File: src/rtl/serializer.sv
// -----------------------------------------------------------------------------
// serializer
//   Parallel-to-serial converter. Accepts one DATA_W-bit word and shifts it out
//   MSB first, one bit per clock, with a per-bit valid strobe. A request can
//   ask for only the top data_mod_i bits of the word (0 = full word).
//
// Ports
//   clk_i          : clock, rising edge
//   srst_i         : synchronous reset, active low
//   data_i         : parallel word to send
//   data_mod_i     : number of bits to send from the MSB down (0 = DATA_W)
//   data_val_i     : request strobe for data_i / data_mod_i
//   ser_data_o     : serial bit (0 whenever ser_data_val_o is 0)
//   ser_data_val_o : serial bit valid
//   busy_o         : word in flight; requests are dropped while high
// -----------------------------------------------------------------------------
module serializer #(
    parameter  int DATA_W = 16,
    localparam int MOD_W  = $clog2(DATA_W)
) (
    input  logic              clk_i,
    input  logic              srst_i,
    input  logic [DATA_W-1:0] data_i,
    input  logic [MOD_W-1:0]  data_mod_i,
    input  logic              data_val_i,
    output logic              ser_data_o,
    output logic              ser_data_val_o,
    output logic              busy_o
);

    typedef enum logic {IDLE, SEND} state_t;

    // One extra bit so a full-word length (DATA_W) fits in the counter.
    localparam logic [MOD_W:0] FULL_LEN = (MOD_W+1)'(DATA_W);

    state_t            state;
    logic [DATA_W-1:0] shreg;   // bits still to be sent, next one at MSB
    logic [MOD_W:0]    cnt;     // bits remaining, including the one on the wire
    logic [MOD_W:0]    req_len;
    logic              req_ok;

    // Lengths 1 and 2 are not supported and the request is dropped outright.
    always_comb begin
        req_len = (data_mod_i == '0) ? FULL_LEN : {1'b0, data_mod_i};
        req_ok  = data_val_i
               && (data_mod_i != MOD_W'(1))
               && (data_mod_i != MOD_W'(2));
    end

    always_ff @(posedge clk_i) begin
        if (!srst_i) begin
            state          <= IDLE;
            shreg          <= '0;
            cnt            <= '0;
            ser_data_o     <= 1'b0;
            ser_data_val_o <= 1'b0;
            busy_o         <= 1'b0;
        end else begin
            case (state)
                IDLE: begin
                    if (req_ok) begin
                        // The MSB goes straight to the output register so
                        // it is on the wire the cycle after the accept.
                        state          <= SEND;
                        ser_data_o     <= data_i[DATA_W-1];
                        ser_data_val_o <= 1'b1;
                        busy_o         <= 1'b1;
                        shreg          <= data_i << 1;
                        cnt            <= req_len;
                    end
                end
                SEND: begin
                    if (cnt == (MOD_W+1)'(1)) begin
                        // Last bit was on the wire this cycle; the forced
                        // idle cycle that follows marks the word boundary.
                        state          <= IDLE;
                        ser_data_o     <= 1'b0;
                        ser_data_val_o <= 1'b0;
                        busy_o         <= 1'b0;
                        shreg          <= '0;
                        cnt            <= '0;
                    end else begin
                        ser_data_o <= shreg[DATA_W-1];
                        shreg      <= shreg << 1;
                        cnt        <= cnt - 1'b1;
                    end
                end
                default: begin
                    state          <= IDLE;
                    ser_data_o     <= 1'b0;
                    ser_data_val_o <= 1'b0;
                    busy_o         <= 1'b0;
                end
            endcase
        end
    end

endmodule

File: config.mk
export PLATFORM = sky130hd
export DESIGN_NAME = serializer
export DESIGN_NICKNAME = d
export VERILOG_FILES = /design/src/rtl/serializer.sv
export SDC_FILE = /design/constraint.sdc
export NUM_CORES = 1
export LEC_CHECK = 0
export BUFFER_PORTS_ARGS = -buffer_cell sky130_fd_sc_hd__buf_2
export CAP_MARGIN = 20
export CELL_PAD_IN_SITES_DETAIL_PLACEMENT = 0
export CELL_PAD_IN_SITES_GLOBAL_PLACEMENT = 1
export CORE_AREA = 5 5 61 63
export CTS_CLUSTER_SIZE = 25
export DETAILED_ROUTE_END_ITERATION = 6
export DIE_AREA = 0 0 66 68
export HOLD_SLACK_MARGIN = 0.1
export PLACE_DENSITY_LB_ADDON = 0.3
export SYNTH_ARGS = -nofsm -noshare
export SYNTH_HDL_FRONTEND = slang
export SYNTH_SLANG_ARGS = --single-unit
File: constraint.sdc
create_clock -name clk_i -period 2.3 [get_ports clk_i]
set_clock_uncertainty 0.15 [all_clocks]
set_input_delay 0.46 -clock clk_i [delete_from_list [all_inputs] [get_ports clk_i]]
set_output_delay 0.46 -clock clk_i [all_outputs]
set_load 0.005 [all_outputs]
# --- Word-level counts from Yosys, hierarchy flattened ---
# Index checks and enable logic that the tools add are counted.
totals:
  word_cells: 32
  output_inout_bits: 3
  in_bits: 23
  regBits: 24
op_classes:
  mux: 16
  n_bitwise: 1
  n_addsub: 1
  reduce_logical: 4
  n_eq_ne: 5
op_table:
  columns: ["cell", "n"]
  rows:
  - ["2-to-1 mux 16 bit", 2]
  - ["one-hot mux 16 bit (2 select lines)", 1]
  - ["2-to-1 mux 5 bit", 3]
  - ["one-hot mux 5 bit (2 select lines)", 1]
  - ["2-to-1 mux 1 bit", 6]
  - ["one-hot mux 1 bit (2 select lines)", 3]
  - ["== test 5 x 1 -> 1 bit, second input constant", 1]
  - ["subtractor 5 x 1 -> 5 bit, second input constant", 1]
  - ["zero test 4 bit", 1]
  - ["inequality test 4 x 1 -> 1 bit, second input constant", 1]
  - ["inequality test 4 x 2 -> 1 bit, second input constant", 1]
  - ["logical AND 1 bit", 2]
  - ["inequality test 2 x 1 -> 1 bit, second input constant", 1]
  - ["inequality test 2 bit, second input constant", 1]
  - ["AND reduction 2 bit", 1]
  - ["NOT 1 bit", 1]

# --- Longest topological paths before layout ---
# Gate-level depths: netlist (run 1).
depth:
  word_depth: 5
  mapped_depth: 7
  ltp_nobuf: 6

# --- Least setup slack after synthesis (run 1) ---
# No wires, ideal clock.
synth_path:
  kind: "register to register"
  start: "register cnt[0]"
  end: "register shreg[10]"
  setup_ps: 122
  required_ps: 2028
  arrival_time_ps: 1329
  n_path_buf: 1
  path_slack_ps: 699
  synth_period_minus_slack_ps: 1601
  path_stages_with_launch: 7
  cell_sequence: "dfxtp_1 ha_1 nand2b_4 o31a_4 buf_2 a22oi_1 a21oi_1"
synth_via:
  elab_chain_cells: 3
synth_lines:
  columns: ["element", "line", "source"]
  rows:
  - ["start, declared", "38", "logic [MOD_W:0] cnt;"]
  - ["start signal, assigned", "69", "cnt <= req_len;"]
  - ["start signal, assigned", "85", "cnt <= cnt - 1'b1;"]
  - ["== test 5 x 1 -> 1 bit", "73", "if (cnt == (MOD_W+1)'(1)) begin"]
  - ["2-to-1 mux 16 bit", "73", null]
  - ["one-hot mux 16 bit (2 select lines)", "59", "case (state)"]
  - ["end signal, assigned", "68", "shreg <= data_i << 1;"]
  - ["end signal, assigned", "84", "shreg <= shreg << 1;"]
  - ["end, declared", "37", "logic [DATA_W-1:0] shreg;"]
# Every way passes these cells.
# A chain may end at the register's enable or synchronous reset.

# --- Final worst setup path (run 1) ---
layout_path:
  start: "register cnt[0]"
  end: "register busy_o"
layout_via:
  elab_chain_cells: 3
layout_lines:
  columns: ["element", "line", "source"]
  rows:
  - ["== test 5 x 1 -> 1 bit", "73", null]
  - ["inequality test 2 x 1 -> 1 bit (no source line)", null, null]
  - ["AND reduction 2 bit (no source line)", null, null]
  - ["end signal, assigned", "67", "busy_o <= 1'b1;"]
  - ["end signal, assigned", "79", "busy_o <= 1'b0;"]
  - ["end signal, assigned", "92", "busy_o <= 1'b0;"]
  - ["end, declared", "28", "output logic busy_o"]
# Every way passes these cells.

==> flow_summary.json, run 1 <==
{
  "status": "finished, final reports clean",
  "synth_area_per_cell_sq_um": 8.988,
  "top_layer": "met4",
  "power.clock.fraction": 0.212,
  "synth.yosys.warnings": 0,
  "detail_route.wirelength.met1_microns": 1272,
  "cts_buffer_count": 3,
  "area_of_the_core_sq_um": 3179,
  "finalNonFillerCells": 198,
  "power.internal_uw": 614.1,
  "data_arrival_at_the_endpoint_of_the_critical_path_ns": 1.80,
  "area_delta_synth_final_pct": 13.92,
  "detailroute.wirelength.met2_microns": 1279,
  "post_synth_instance_area_sq_um": 1177,
  "worst-setup-path-type": "reg2reg",
  "initial_utilization": 0.3703,
  "antenna_found_initial": 0,
  "maximum_number_of_pins_on_one_net_before_global_route_repair": 22,
  "net-switching-power_uw": 279.0,
  "placedCellCount": 194,
  "routed-wl-met3_microns": 169,
  "fill_cell_instance_count_of_the_final_layout": 317,
  "hold_viol_final": 0,
  "timing_max_transition_violations_final": 0,
  "globalRouteOverflowTotal": 0,
  "timing.setup.tns_ns": 0,
  "ys_ff_latch": 23,
  "drt_pre_antenna_iters": 4,
  "layout.nets": 178,
  "synth_edf_count": 0,
  "boundaryPins": 26,
  "ctsResizeCount": 0,
  "die_area_sq_um": 4488,
  "grt_pass1_vias": 1085,
  "crit_path_start_kind": "flip-flop",
  "avgRoutedWirePerCell_microns": 14.08,
  "route.detailed.vias_per_inst": 5.399,
  "drt_drc_violations_left": 0,
  "post_synth_num_cell_types": 39,
  "synth.net_count": 156,
  "die-height_microns": 68,
  "route.antenna.remaining_nets": 0,
  "crit_path_max_fanout": 6,
  "async_set_reset_flop_share_out_of_synthesis": 0,
  "irDropWorstVdd_mv": 0.3327,
  "synth_common_cells": "sky130_fd_sc_hd__dfxtp_1, sky130_fd_sc_hd__a21oi_1, sky130_fd_sc_hd__o21ai_1",
  "power.switching_fraction": 0.3124,
  "rsz0062_at_grt": "no",
  "share_of_the_yosys_chip_area_belonging_to_registers": 0.3911,
  "cts_tree": "built",
  "synth.area.top_cells": "sky130_fd_sc_hd__dfxtp_1, sky130_fd_sc_hd__a22oi_1, sky130_fd_sc_hd__a21oi_1",
  "fmax_mhz": 576.6,
  "clock_sinks": 23,
  "place_ws_ns": 0.4150,
  "routed-via-count": 1069,
  "utilization": 0.4219,
  "clkTransAtPathRegs_ns": 0.13,
  "gr-usage-all-layers": 0.1437,
  "drt_wl_total_microns": 2788,
  "power_density_nw_per_um2": 665.8,
  "synthFlopType": "sky130_fd_sc_hd__dfxtp_1",
  "setup_violations": 0,
  "holdBufCountCts": 0,
  "drt_iter0_drc": 79,
  "port-buffer-count": 25,
  "yosys.cell_count.top_type": "sky130_fd_sc_hd__dfxtp_1",
  "final_hold_slack_ns": 0.2865,
  "register_area_sq_um": 460.4,
  "yosysTopAreaCellShare": 0.3911,
  "number_of_h_tree_branching_levels": 1,
  "cts_setup_buffers": 0,
  "leakage_power_of_the_design_uw": 0.0005350,
  "sequentialPowerShare": 0.535,
  "cts_buffer_depth": 2,
  "final_layout_size_suffix_gt1_frac": 0.2566,
  "power.combinational.fraction": 0.254,
  "die_x_microns": 66,
  "timing.hold.worst.class": "in2reg",
  "fin_ws_ns": 0.5656,
  "dpl.hpwl_microns": 1937,
  "multiInputGateArea_sq_um": 630.6,
  "clkLatencyLatePin_ns": 0.31,
  "cts-root-buf": "sky130_fd_sc_hd__clkbuf_4",
  "rows": 21,
  "num_antenna_cells": 0,
  "max_slew.worst_pin.slew_ns": 0.4407,
  "gp_routability_congestion": 0.8022,
  "cap_viol_max_count": 0,
  "layout_worst_path_cycle_share": 0.7541,
  "grt_first_pass_wirelength_microns": 4981,
  "max-slew-margin-rel": 0.7062,
  "critical_path.endpoint_type": "flip-flop",
  "synthDominantAreaCellType": "sky130_fd_sc_hd__dfxtp_1",
  "synth_cells": 131,
  "worstPathRequired_ns": 2.36,
  "period_minus_ws_final_ns": 1.734
}
[path summary, 6_finish.rpt]
| kind | startpoint | end | slack, ns | cells after the start |
|---|---|---|---|---|
| worst max-delay path | cnt[0]$_SDFFE_PN0P_ | busy_o$_SDFFE_PN0P_ | 0.57 | 5 |
| worst max register to register | cnt[0]$_SDFFE_PN0P_ | busy_o$_SDFFE_PN0P_ | 0.57 | 5 |
| worst min-delay path | data_i[0] | shreg[1]$_SDFFE_PN0P_ | 0.29 | 3 |
| worst min register to register | shreg[14]$_SDFFE_PN0P_ | shreg[14]$_SDFFE_PN0P_ | 0.38 | 2 |
[kinds of logic (layout without fill, tap and decap cells)]
family          Yosys count  count (layout)  share of synthesized area
simple gates             21              21                    0.09885
xor+xnor                  1               1                    0.01382
buf+inv                  16              37                    0.07332
compound gates           65              65                     0.3762
mux                       3               3                    0.02551
fa+ha+maj                 2               2                    0.02125
flops                    23              23                     0.3911
[power groups by stage]
stage          clock (uW)  sequential, uW  combinational [uW]
3_3_place_gp            0             484                 223
3_5_place_dp            0             485                 227
4_1_cts               201             477                 228
2_1_floorplan           0             478                 176
5_1_grt               218             485                 259
6_report              189             477                 227
[stage by stage]
step	total power (uW)	area [sq um]
after floorplan	653.3	1177
after global placement	707.1	1315
after detailed placement	712.1	1315
after CTS	905.7	1341
after global routing	961.4	1341
final	893.0	1341
[state kept, by name, summed over array words and instances, names as in the netlist]
signal      flops
ser_data_o      1
shreg          15
cnt             5
state           1
busy_o          1
[area by class of cell]
class / instances / share of cell area
clock buffers: 4 / 0.01959
flip-flops and latches: 23 / 0.3433
well taps: 46 / 0.04291
inverters: 5 / 0.01399
repair buffers: 28 / 0.1101
multi-input cells: 92 / 0.4701
[layer usage]
layer	vias to the layer above	global-route usage
li1	537	-
met1	493	0.1801
met2	32	0.2328
met3	7	0.03120
met4	0	0.07360
met5	-	0
[critical path, stage by stage (launching register included)]
cell	delay, ns
sky130_fd_sc_hd__dfxtp_1	0.46
sky130_fd_sc_hd__ha_1	0.26
sky130_fd_sc_hd__nand2b_4	0.08
sky130_fd_sc_hd__or4_1	0.45
sky130_fd_sc_hd__a2bb2oi_1	0.17
sky130_fd_sc_hd__nor2_1	0.07
[layout by cell type (no fill, tap or decap), drive strengths merged, types with 2 or more instances in the layout]
| cell | instances |
|---|---|
| inv | 5 |
| buf | 28 |
| nor3 | 2 |
| a211oi | 3 |
| dfxtp | 23 |
| mux2i | 3 |
| or3 | 2 |
| nor2 | 5 |
| o31a | 2 |
| nand2b | 2 |
| a221oi | 2 |
| clkbuf | 4 |
| a22oi | 15 |
| ha | 2 |
| a21oi | 17 |
| o21ai | 18 |
| nand2 | 5 |
Power figures use the tool's default switching activity.
==> run 2: changes to the inputs <==
Settings changed: ABC_AREA set to 1, CORE_AREA 5 5 61 63 to 5 5 70 72, DIE_AREA 0 0 66 68 to 0 0 75 77.
Clock period 2.3 ns to 1.5 ns, I/O delays scaled along.
==> flow_summary.json, run 2 <==
{
  "clock_sinks": 23,
  "port-buffer-count": 25,
  "worst_path_max_delay_cell": "sky130_fd_sc_hd__dfxtp_2",
  "busiest_layer": "met2",
  "clkLatencyLatePin_ns": 0.27,
  "die_area_sq_um": 5775,
  "data_arrival_at_the_endpoint_of_the_critical_path_ns": 1.42,
  "clkTransAtPathRegs_ns": 0.09,
  "layout_worst_path_cycle_share": 0.9365,
  "grt_first_pass_wirelength_microns": 5499,
  "setup_violations": 0,
  "async_set_reset_flop_share_out_of_synthesis": 0,
  "ys_ff_latch": 23,
  "layout.cells.most_common": "sky130_fd_sc_hd__nand2_1",
  "drt_pre_antenna_iters": 4,
  "initial_utilization": 0.3280,
  "final_layout_size_suffix_gt1_frac": 0.2468,
  "route.antenna.remaining_nets": 0,
  "grt.met1_usage": 0.1504,
  "cts_tree": "built",
  "num_antenna_cells": 0,
  "layout.nets": 261,
  "fin_total_pwr_uw": 1579,
  "area_delta_synth_final_pct": 21.44,
  "cts_buffer_count": 3,
  "number_of_h_tree_branching_levels": 1,
  "post_synth_instance_area_sq_um": 1389,
  "hold_viol_final": 0,
  "share_of_the_yosys_chip_area_belonging_to_registers": 0.3315,
  "period_minus_ws_final_ns": 1.405,
  "power.combinational.fraction": 0.296,
  "irDropWorstVdd_mv": 0.4744,
  "critical_path.endpoint_type": "flip-flop",
  "boundaryPins": 26,
  "fin_ws_ns": 0.09521,
  "synth_cells": 208,
  "largest_registers": "shreg: 15 flops, cnt: 5 flops",
  "holdBufCountCts": 0,
  "drt_drc_violations_left": 0,
  "regMostFlops": "shreg",
  "worstPathRequired_ns": 1.51,
  "power.clock.fraction": 0.255,
  "power_density_nw_per_um2": 936.2,
  "largest_reg_flops": 15,
  "synth_area_per_cell_sq_um": 6.677,
  "globalRouteOverflowTotal": 0,
  "critPathMaxStageDelay_ns": 0.33,
  "drt_wl_total_microns": 3271,
  "crit_path_max_fanout": 19,
  "timing.hold.worst.class": "in2reg",
  "rows": 24,
  "area_of_the_core_sq_um": 4234,
  "power.internal_uw": 1075,
  "synthDominantAreaCellType": "sky130_fd_sc_hd__dfxtp_1",
  "dpl-instance-area_sq_um": 1612,
  "final_non_filler_cell_area_sq_um": 1687,
  "crit_path_start_kind": "flip-flop",
  "sequentialPowerShare": 0.449,
  "worst_path_dominant_cell_family": "simple AND/OR/NAND/NOR gates",
  "synth.net_count": 233,
  "dpl.hpwl_microns": 2285,
  "final_hold_slack_ns": 0.1513,
  "synth_common_cells": "sky130_fd_sc_hd__nand2_1, sky130_fd_sc_hd__nor2_1, sky130_fd_sc_hd__dfxtp_1, sky130_fd_sc_hd__nand3_1, sky130_fd_sc_hd__nand3b_1",
  "groute.layer.met2.usage": 0.1960,
  "critical_path.most_common_cell": "sky130_fd_sc_hd__nor2_1",
  "highest_count_cells_in_the_layout_ignoring_fill_and_taps": "sky130_fd_sc_hd__nand2_1, sky130_fd_sc_hd__nor2_1, sky130_fd_sc_hd__buf_2",
  "rsz0062_at_grt": "no",
  "max_slew.worst_pin.slew_ns": 0.3790,
  "worstPathCellList": "inv_2 -> ha_1 -> inv_1 -> nor2_2 -> nand2_2 -> buf_12 -> nand3_1 -> nor2_1 -> nor2_1 -> nor2_1",
  "synth_edf_count": 0,
  "gp_routability_congestion": 0.7604,
  "leakage_power_of_the_design_uw": 0.0008291,
  "cap_viol_max_count": 0,
  "grt_pass1_vias": 1242,
  "drt_iter0_drc": 26,
  "route.detailed.vias_per_inst": 4.603,
  "synth.yosys.warnings": 0,
  "fmax_mhz": 711.8,
  "yosysTopAreaCellShare": 0.3315,
  "max-slew-margin-rel": 0.7473,
  "path_buf_inv": 3,
  "maximum_number_of_pins_on_one_net_before_global_route_repair": 29,
  "post_synth_num_cell_types": 24,
  "gr-usage-all-layers": 0.1206,
  "avgRoutedWirePerCell_microns": 11.40,
  "power.switching_fraction": 0.3192,
  "cts-root-buf": "sky130_fd_sc_hd__clkbuf_8",
  "worst-setup-path-type": "reg2reg",
  "cts_buffer_depth": 2,
  "timing_max_transition_violations_final": 0,
  "routed-via-count": 1321,
  "yosys.cell_count.top_type": "sky130_fd_sc_hd__nand2_1",
  "die_x_microns": 75,
  "synth.area.top_cells": "sky130_fd_sc_hd__dfxtp_1, sky130_fd_sc_hd__nand2_1, sky130_fd_sc_hd__nor2_1",
  "antenna_found_initial": 0,
  "net-switching-power_uw": 503.9,
  "synthFlopType": "sky130_fd_sc_hd__dfxtp_1",
  "die-height_microns": 77,
  "timing.setup.tns_ns": 0,
  "status": "finished, final reports clean",
  "grt_util_met3": 0.03268,
  "place_ws_ns": 0.05384
}
==> run 2: cell type report <==
| cell class | count | area [sq um] |
|---|---|---|
| Clock buffer | 3 | 41.29 |
| Clock inverter | 1 | 7.507 |
| Fill cell | 467 | 2547 |
| Inverter | 10 | 50.05 |
| Multi-Input combinational cell | 162 | 803.3 |
| Sequential cell | 23 | 461.7 |
| Tap cell | 52 | 65.06 |
| Timing Repair Buffer | 36 | 257.7 |
==> run 2: power groups by stage <==
stage	logic [uW]	clock network, uW	registers [uW]
finish	467	403	709
global route	535	450	719
CTS	461	423	707
detailed placement	458	0	722
global placement	462	0	721
floorplan	329	0	716
==> run 2: logic make-up (layout without fill, tap and decap cells) <==
group           after synthesis  after routing  synth area share
fa+ha+maj                     2              2           0.01802
compound gates                9              9           0.03243
buf+inv                      23             50            0.1027
simple gates                150            150            0.5090
xor+xnor                      1              1          0.006307
flops                        23             23            0.3315
==> run 2: repair_timing <==
item                                    4_1_cts  5_1_grt
endpoints found under the setup margin        0       17
gates resized for setup                       0        7
buffers inserted                              0        1
endpoints found under the hold margin         0        0
==> run 2: metrics by stage <==
step / util / cells
after floorplan: - / 208
after global placement: 0.3806 / 282
after detailed placement: 0.3806 / 282
after CTS: 0.3921 / 286
after global routing: 0.3983 / 287
final: 0.3983 / 287
==> run 2: metal layers <==
| layer | up-vias | routed length [microns] |
|---|---|---|
| met3 | 2 | 83 |
| met4 | 0 | 31 |
| met1 | 590 | 1590 |
| met5 | - | 0 |
| li1 | 717 | - |
| met2 | 12 | 1565 |
==> run 2: worst register-to-register path: cells and delay by family (launching register included) <==
kind,cells,cell delay [ns]
fa+ha+maj,1,0.13
buf+inv,3,0.25
flops,1,0.33
simple gates,6,0.46
==> run 2: final timing paths <==
check,from,to,slack (ns),cells after the start
max,cnt[1]$_SDFFE_PN0P_,cnt[3]$_SDFFE_PN0P_,0.1,10
min,data_i[0],shreg[1]$_SDFFE_PN0P_,0.15,3
max reg2reg,cnt[1]$_SDFFE_PN0P_,cnt[3]$_SDFFE_PN0P_,0.1,10
min reg2reg,busy_o$_SDFFE_PN0P_,busy_o$_SDFFE_PN0P_,0.33,2
==> run 3: changes to the inputs <==
Settings changed: ABC_AREA 1 to unset, CORE_AREA 5 5 70 72 to 5 5 64 66, DIE_AREA 0 0 75 77 to 0 0 69 71.
==> flow_summary.json, run 3 (synthesis gave the netlist of run 1 again) <==
{
  "status": "complete, but fails checks",
  "violated_checks": "negative setup slack",
  "initial_utilization": 0.3342,
  "timing_max_transition_violations_final": 0,
  "data_arrival_at_the_endpoint_of_the_critical_path_ns": 1.62,
  "max_slew.worst_pin.slew_ns": 0.3177,
  "cts-root-buf": "sky130_fd_sc_hd__clkbuf_4",
  "area_delta_synth_final_pct": 31.35,
  "gr-usage-all-layers": 0.1189,
  "hold_viol_final": 0,
  "multiInputGateArea_sq_um": 739.5,
  "drt_pre_antenna_iters": 4,
  "period_minus_ws_final_ns": 1.554,
  "globalRouteOverflowTotal": 0,
  "num_antenna_cells": 0,
  "highest_count_cells_in_the_layout_ignoring_fill_and_taps": "sky130_fd_sc_hd__buf_2, sky130_fd_sc_hd__dfxtp_1, sky130_fd_sc_hd__a21oi_1",
  "rsz0062_at_grt": "yes",
  "setup_violations": 10,
  "drt_wl_total_microns": 2950,
  "critical_path.endpoint_type": "flip-flop",
  "drt_iter0_drc": 58,
  "largest_registers": "shreg: 15 flops, cnt: 5 flops",
  "fill_cell_instance_count_of_the_final_layout": 383,
  "cts_tree": "built",
  "final_layout_size_suffix_gt1_frac": 0.4294,
  "fmax_mhz": 643.3,
  "crit_path_start_kind": "flip-flop",
  "irDropWorstVdd_mv": 0.5063,
  "grt_first_pass_wirelength_microns": 4871,
  "leakage_power_of_the_design_uw": 0.0006037,
  "cts_buffer_depth": 2,
  "worst_path_max_delay_cell": "sky130_fd_sc_hd__o31a_4",
  "layout_worst_path_cycle_share": 1.036,
  "register_area_sq_um": 462.9,
  "clkLatencyLatePin_ns": 0.32,
  "die_x_microns": 69,
  "route.detailed.vias_per_inst": 5.213,
  "place_ws_ns": -0.02879,
  "antenna_found_initial": 0,
  "max-slew-margin-rel": 0.7879,
  "cts_setup_buffers": 0,
  "regMostFlops": "shreg",
  "worstPathRequired_ns": 1.56,
  "number_of_h_tree_branching_levels": 1,
  "fin_ws_ns": -0.05441,
  "power_density_nw_per_um2": 958.5,
  "die_area_sq_um": 4899,
  "maximum_number_of_pins_on_one_net_before_global_route_repair": 25,
  "utilization": 0.4389,
  "fin_total_pwr_uw": 1482,
  "crit_path_max_fanout": 8,
  "die-height_microns": 71,
  "worst-setup-path-type": "reg2reg",
  "avgRoutedWirePerCell_microns": 13.98,
  "layout.cells.most_common": "sky130_fd_sc_hd__buf_2",
  "cts_buffer_count": 3,
  "boundaryPins": 26,
  "dpl.hpwl_microns": 1988,
  "gp_routability_congestion": 0.7644,
  "port-buffer-count": 25,
  "layout.nets": 189,
  "clkTransAtPathRegs_ns": 0.13,
  "critPathMaxStageDelay_ns": 0.43,
  "area_of_the_core_sq_um": 3523,
  "timing.hold.worst.class": "in2reg",
  "rows": 22,
  "clock_sinks": 23,
  "largest_reg_flops": 15,
  "routed-via-count": 1100,
  "route.antenna.remaining_nets": 0,
  "worstPathCellList": "inv_2 -> ha_4 -> nand2b_4 -> o31a_4 -> a21boi_2 -> o32ai_1",
  "cap_viol_max_count": 0,
  "final_hold_slack_ns": 0.1252,
  "timing.setup.tns_ns": -0.3441,
  "drt_drc_violations_left": 0,
  "grt_pass1_vias": 1091
}
## run 3: metal layers
layer	GRT usage	routed length, microns	part of all wire
met2	0.1854	1384	0.47
met1	0.1607	1419	0.48
met5	0	0	0
met3	0.03835	112	0.038
met4	0.02603	34	0.012
## run 3: what timing repair did
action                                  CTS  global route
pin swaps                                 1             5
gates cloned                              0             1
hold buffers                              1             0
hold endpoints to repair                  1             0
endpoints found under the setup margin   14            19
gates resized for setup                   0            17
## run 3: final cells by class
cell class | count | share of cell area
clock inverter | 1 | 0.003236
clock buffer | 3 | 0.01456
multi-input combinational | 93 | 0.4782
sequential | 23 | 0.2994
timing repair buffer | 38 | 0.1537
inverter | 5 | 0.01214
tap | 48 | 0.03884
## run 3: power by group
group	switching (uW)	total [uW]	internal, uW	leakage [uW]
Clock	194	294	99.9	0.0000177
Combinational	227	450	223	0.000394
Sequential	57.6	738	680	0.000192
Total	479	1480	1000	0.000604
## run 3: path summary, 6_finish.rpt
check | start | cells after the start | end | slack (ns)
worst max-delay path | cnt[1]$_SDFFE_PN0P_ | 6 | cnt[3]$_SDFFE_PN0P_ | -0.05
worst min-delay path | data_i[0] | 3 | shreg[1]$_SDFFE_PN0P_ | 0.13
worst max register to register | cnt[1]$_SDFFE_PN0P_ | 6 | cnt[3]$_SDFFE_PN0P_ | -0.05
worst min register to register | shreg[3]$_SDFFE_PN0P_ | 2 | shreg[3]$_SDFFE_PN0P_ | 0.39
## run 3: critical path: cells and delay by family, from the launching register on
family / cells / cell delay [ns]
flip-flops: 1 / 0.34
buffers and inverters: 1 / 0.08
AND/OR/NAND/NOR: 1 / 0.07
AO/OA/AOI/OAI: 3 / 0.65
adder cells (fa/ha/maj): 1 / 0.15
## run 3: stage by stage
step                      std cells  cell area [sq um]
final                           211               1546
after global routing            211               1546
after CTS                       210               1450
after detailed placement        205               1413
after global placement          205               1413
after floorplan                 131               1199
